===== src/rtl/tmnt_io_pkg.sv =====
// Shared definitions for the cabinet I/O front end: coin-counter FSM states and
// the mapping of coin slots onto the two coin-counter solenoids.
package tmnt_io_pkg;

   typedef enum logic [1:0] {
      CC_IDLE = 2'd0,
      CC_ON   = 2'd1,
      CC_GAP  = 2'd2
   } cc_state_t;

   localparam int N_SLOT = 4;
   localparam int N_SERV = 4;
   localparam int N_CTR  = 2;

   // Bit i holds the counter index driven by coin slot i (slots 0,2 -> 0; 1,3 -> 1).
   localparam logic [N_SLOT-1:0] SLOT_CTR_MAP = 4'b1010;

   function automatic logic slot_on_ctr(input int slot, input logic ctr);
      return SLOT_CTR_MAP[slot] == ctr;
   endfunction

endpackage


===== src/rtl/io_debounce.sv =====
// One cabinet input bit: two-flop synchroniser followed by a stable-time debouncer.
// The pin is active-low; the level output is active-high.
module io_debounce #(
   parameter int DEB_CYC = 1024
) (
   input  logic clk_main,
   input  logic reset,
   input  logic pin_n,
   output logic level
);

   localparam int               TMR_W    = $clog2(DEB_CYC) + 1;
   localparam logic [TMR_W-1:0] TMR_LAST = TMR_W'(DEB_CYC - 1);

   logic             sync_p0;
   logic             sync_p1;
   logic             stable_n;
   logic [TMR_W-1:0] tmr;

   always_ff @(posedge clk_main) begin
      if (reset) begin
         sync_p0  <= 1'b1;
         sync_p1  <= 1'b1;
         stable_n <= 1'b1;
         tmr      <= '0;
      end else begin
         sync_p0 <= pin_n;
         sync_p1 <= sync_p0;
         // Any sample that agrees with the stable value restarts the qualification window.
         if (sync_p1 == stable_n) begin
            tmr <= '0;
         end else if (tmr == TMR_LAST) begin
            stable_n <= sync_p1;
            tmr      <= '0;
         end else begin
            tmr <= tmr + 1'b1;
         end
      end
   end

   assign level = ~stable_n;

endmodule


===== src/rtl/coin_ctrl.sv =====
// Coin-mech front end: debounces coin/service switches, raises coin-insert events and
// schedules the two coin-counter solenoids with a per-counter pending-coin queue.
module coin_ctrl
   import tmnt_io_pkg::*;
#(
   parameter int DEB_CYC   = 1024,
   parameter int PULSE_CYC = 4800000,
   parameter int GAP_CYC   = 4800000,
   parameter int PEND_W    = 3
) (
   input  logic       clk_main,
   input  logic       reset,
   input  logic [3:0] P_coin,
   input  logic [3:0] service,
   input  logic [3:0] coin_lockout,
   input  logic       ovf_clr,
   output logic [3:0] coin_level,
   output logic [3:0] serv_level,
   output logic [3:0] coin_evt,
   output logic [1:0] coin_counter,
   output logic [1:0] ovf
);

   localparam int PULSE_W = $clog2(PULSE_CYC) + 1;
   localparam int GAP_W   = $clog2(GAP_CYC) + 1;
   localparam int TMR_W   = (PULSE_W > GAP_W) ? PULSE_W : GAP_W;

   localparam logic [TMR_W-1:0]  PULSE_LAST = TMR_W'(PULSE_CYC - 1);
   localparam logic [TMR_W-1:0]  GAP_LAST   = TMR_W'(GAP_CYC - 1);
   localparam logic [PEND_W-1:0] PEND_MAX   = '1;

   // Net queue update with saturation; the top bit flags that coins were lost.
   function automatic logic [PEND_W:0] pend_next(input logic [PEND_W-1:0] cur,
                                                 input logic [1:0]        add,
                                                 input logic              sub);
      logic [PEND_W+1:0] sum;
      sum = (PEND_W+2)'(cur) + (PEND_W+2)'(add) - (PEND_W+2)'(sub);
      if (sum > (PEND_W+2)'(PEND_MAX)) begin
         return {1'b1, PEND_MAX};
      end
      return {1'b0, sum[PEND_W-1:0]};
   endfunction

   logic [7:0] raw_n;
   logic [7:0] lvl_p0;
   logic [3:0] coin_level_p1;

   assign raw_n = {service, P_coin};

   for (genvar i = 0; i < N_SLOT + N_SERV; i++) begin : gen_deb
      io_debounce #(
         .DEB_CYC (DEB_CYC)
      ) u_deb (
         .clk_main (clk_main),
         .reset    (reset),
         .pin_n    (raw_n[i]),
         .level    (lvl_p0[i])
      );
   end

   assign coin_level = lvl_p0[3:0];
   assign serv_level = lvl_p0[7:4];

   // Event stage: rising edge of the debounced coin level, gated by lockout at that moment.
   always_ff @(posedge clk_main) begin
      if (reset) begin
         coin_level_p1 <= '0;
         coin_evt      <= '0;
      end else begin
         coin_level_p1 <= coin_level;
         coin_evt      <= coin_level & ~coin_level_p1 & ~coin_lockout;
      end
   end

   for (genvar c = 0; c < N_CTR; c++) begin : gen_ctr
      localparam logic CTR = 1'(c);

      cc_state_t         state;
      cc_state_t         state_nx;
      logic [TMR_W-1:0]  tmr;
      logic [PEND_W-1:0] pend;
      logic [PEND_W:0]   pend_upd;
      logic [1:0]        inc;
      logic              take;
      logic              on_q;
      logic              ovf_q;

      always_comb begin
         inc = '0;
         for (int s = 0; s < N_SLOT; s++) begin
            if (slot_on_ctr(s, CTR) && coin_evt[s]) begin
               inc = inc + 2'd1;
            end
         end
      end

      always_comb begin
         state_nx = state;
         take     = 1'b0;
         case (state)
            CC_IDLE: begin
               if (pend != '0) begin
                  state_nx = CC_ON;
                  take     = 1'b1;
               end
            end
            CC_ON: begin
               if (tmr == PULSE_LAST) begin
                  state_nx = CC_GAP;
               end
            end
            CC_GAP: begin
               if (tmr == GAP_LAST) begin
                  if (pend != '0) begin
                     state_nx = CC_ON;
                     take     = 1'b1;
                  end else begin
                     state_nx = CC_IDLE;
                  end
               end
            end
            default: state_nx = CC_IDLE;
         endcase
      end

      assign pend_upd = pend_next(pend, inc, take);

      always_ff @(posedge clk_main) begin
         if (reset) begin
            state <= CC_IDLE;
            tmr   <= '0;
            pend  <= '0;
            on_q  <= 1'b0;
            ovf_q <= 1'b0;
         end else begin
            state <= state_nx;
            // The timer measures time spent in ON/GAP; any state change starts it afresh.
            if ((state_nx != state) || (state == CC_IDLE)) begin
               tmr <= '0;
            end else begin
               tmr <= tmr + 1'b1;
            end
            pend <= pend_upd[PEND_W-1:0];
            on_q <= (state_nx == CC_ON);
            if (pend_upd[PEND_W]) begin
               ovf_q <= 1'b1;
            end else if (ovf_clr) begin
               ovf_q <= 1'b0;
            end
         end
      end

      assign coin_counter[c] = on_q;
      assign ovf[c]          = ovf_q;
   end

endmodule


===== config.mk =====
export PLATFORM = sky130hd
export DESIGN_NAME = coin_ctrl
export DESIGN_NICKNAME = d
export VERILOG_FILES = /design/src/rtl/tmnt_io_pkg.sv /design/src/rtl/io_debounce.sv /design/src/rtl/coin_ctrl.sv
export SDC_FILE = /design/constraint.sdc
export NUM_CORES = 1
export LEC_CHECK = 0
export CORE_MARGIN = 5
export CORE_UTILIZATION = 50
export DETAILED_ROUTE_END_ITERATION = 12
export GPL_TIMING_DRIVEN = 0
export PLACE_DENSITY = 0.78
export RECOVER_POWER = 25
export SLEW_MARGIN = 20
export SYNTH_ARGS = -nofsm -noshare
export SYNTH_HDL_FRONTEND = slang
export SYNTH_SLANG_ARGS = --single-unit

===== constraint.sdc =====
create_clock -name clk_main -period 8.45 [get_ports clk_main]
set_input_delay 1.69 -clock clk_main [delete_from_list [all_inputs] [get_ports clk_main]]
set_output_delay 1.69 -clock clk_main [all_outputs]
set_load 0.005 [all_outputs]

==> results.toml <==
[placed_design]
pre_cts_slack_ns = 5.00
gp_congestion = 0.768
dp_hpwl_um = 9290
io_buffers = 29

[logic_synthesis]
yosys-top-cells-count = "dfxtp_1 (182), nor2_1 (140), xnor2_1 (62)"
synth.most_common_cell = "dfxtp_1"
synth_nets = 897
synth.distinct_cells = 47
synth.mux.area_fraction = 0.00262
synth_top_family_by_area = "simple AND/OR/NAND/NOR gates"
synth_edf_count = 0
synth_compound_area_frac = 0.0575
synth_flop_cell = "dfxtp_1"
synth-xor-area-share = 0.121
ys_seq_elements = 182
ys.warnings.count = 0
synth_top_area_share = 0.476
syn_inst = 854
yosysTopAreaCell = "dfxtp_1"
synth.avg_cell_area_um2 = 8.96
synth-async-reset-ratio = 0
synth-simple-area-share = 0.250
syn-cell-area_um2 = 7650
synth_fa_ha_area_frac = 0.0477
synth_area_leaders = "dfxtp_1 (48%), xnor2_1 (7.1%), nor2_1 (6.9%)"
ys_seq_area_frac = 0.476

[setup_path]
arrival_ns = 3.57
critPathCaptureType = "register"
start_kind = "register"
r2r_end = "gen_ctr[0].pend[2]"
r2r-start = "gen_ctr[0].tmr[0]"
rrSetupSlack_ns = 5.18
crit_path_max_fanout = 6
reg2reg_depth = 12
required_ns = 8.75
path_class = "register to register"
crit_path_start = "gen_ctr[0].tmr[0]"

[run]
cap_viol_max_count = 0

[sta]
max_slew_margin = 0.377
tns_ns = 0
worst-slew-pin-transition_ns = 0.924
rsz0062_at_grt = "false"
fmax_mhz = 306
final_hold_viol_count = 0
clock_skew_ns = 0.0104
min_period_over_period = 0.387
whs_ns = 0.397
finalSetupViolCount = 0
fin_ws_ns = 5.18
min_period_ns = 3.27
finalMaxSlewViolations = 0

[routing]
post_drt_wl_per_cell_um = 12.2
drt-pass1-iter-count = 5
ant_nets = 0
wirelength_um = 13500
via_per_inst = 5.18
drc = 0
vias = 5710
drt_iter0_drc = 189

[clocking]
ctsResizeCount = 0
cts_tree = "built"
cts_sinks = 182
numCtsBuffers = 17
hold_buffers = 0
clock-root-buffer = "clkbuf_16"
clock_path_buffers = 2
htree_levels = 4
clkTransAtPathRegs_ns = 0.07
clk_latency_ns = 0.43
postCtsSetupBuffers = 0

[grt]
grt-ovfl-total = 0
grt_use_total = 0.159
grt_pass1_wl_um = 23600
grt_max_degree = 17
grt_pass1_vias = 5352
antenna_found_initial = 0

[power_and_ir_drop]
ir_drop_mv = 0.159
powerDensity_nw_per_um2 = 226
p_leak_uw = 0.00310
power_uw = 1990

[layout]
fillers = 1296
areaGrowthSynthToFinish_pct = 15.0
final_nets = 945
final_core_util = 0.583
antenna_cells = 0
drive_above_1_share = 0.0798

[min_path]
worstHoldEndpoint = "coin_evt[0]"
hold_class = "register to register"
hold_depth = 1
hold_start = "coin_level_p1[0]"

[floorplan]
rows = 45
core_region_area_um2 = 15100
ios = 31
start_util = 0.507
die_area_um2 = 17900
die_y_um = 134
die_w_um = 134

[status]
outcome = "complete, no violations"
==> cell type report <==
class | instances | area [um^2] | share of cell area
timing repair buffer | 29 | 290 | 0.0330
sequential | 182 | 3640 | 0.414
clock inverter | 13 | 169 | 0.0192
inverter | 45 | 169 | 0.0192
multi-input combinational | 597 | 3670 | 0.417
tap | 188 | 235 | 0.0267
buffer | 30 | 171 | 0.0195
clock buffer | 19 | 453 | 0.0515
==> flip-flops by register name, summed over array words and instances (netlist names) <==
register	flops
gen_ctr.tmr	48
gen_deb.u_deb.stable_n	8
gen_deb.u_deb.tmr	88
gen_ctr.state	4
gen_ctr.pend	6
coin_level_p1	4
gen_deb.u_deb.sync_p1	8
gen_ctr.on_q	2
gen_ctr.ovf_q	2
gen_deb.u_deb.sync_p0	8
coin_evt	4
==> worst max-delay path: stages (launching register included) <==
cell and delay (ns):
dfxtp_1 0.36, ha_1 0.23, nand2_2 0.12, nor4_1 0.69
nand2_1 0.22, a211oi_1 0.31, ha_1 0.18, inv_1 0.07
ha_1 0.29, a21o_1 0.16, a21oi_1 0.18, xnor2_1 0.21
a31oi_1 0.13
==> logic make-up after synthesis <==
kind of cell,count (synthesis)
mux,2
fa+ha+maj,28
buf+inv,75
compound gates,74
flops,182
simple gates,387
xor+xnor,106
==> routing by layer <==
metal,up-vias,part of all wire,global-route usage
li1,2987,-,-
met4,0,0.016,0.0560
met3,16,0.034,0.0442
met1,2629,0.48,0.198
met5,-,0,0
met2,78,0.47,0.263
==> how the worst max path moves through the flow <==
stage	slack, ns	to	cells past startpoint
final	5.18	gen_ctr[0].pend[2]	12
after floorplan	5.62	gen_ctr[1].pend[2]	12
after CTS	5.17	gen_ctr[0].pend[2]	12
after global placement	4.96	coin_evt[2]	4
after global routing	4.77	gen_ctr[0].pend[2]	12
after detailed placement	5.00	coin_evt[2]	4
==> where the power goes <==
| part | switching [uW] | internal, uW | total, uW |
|---|---|---|---|
| Sequential | 24.2 | 889 | 913 |
| Combinational | 131 | 121 | 252 |
| Clock | 336 | 485 | 821 |
| Total | 491 | 1500 | 1990 |
==> layout by cell type, fill, tap and decap left out, types with 26 or more instances in the layout <==
| cell type | netlist | layout |
|---|---|---|
| nand2_1 | 55 | 55 |
| nand3_1 | 40 | 40 |
| xor2_1 | 44 | 44 |
| dfxtp_1 | 182 | 182 |
| ha_1 | 26 | 26 |
| nor2_1 | 140 | 140 |
| inv_1 | 45 | 45 |
| clkdlybuf4s50_1 | 0 | 29 |
| nor3_1 | 27 | 27 |
| a21oi_1 | 28 | 28 |
| xnor2_1 | 62 | 62 |
==> per-stage QoR <==
| stage | area [um^2] | instances |
|---|---|---|
| floorplan | 7650 | 854 |
| global placement | 8180 | 1071 |
| detailed placement | 8180 | 1071 |
| CTS | 8800 | 1103 |
| global route | 8800 | 1103 |
| finish | 8800 | 1103 |
Note: power is estimated with default switching activity, not from simulation.
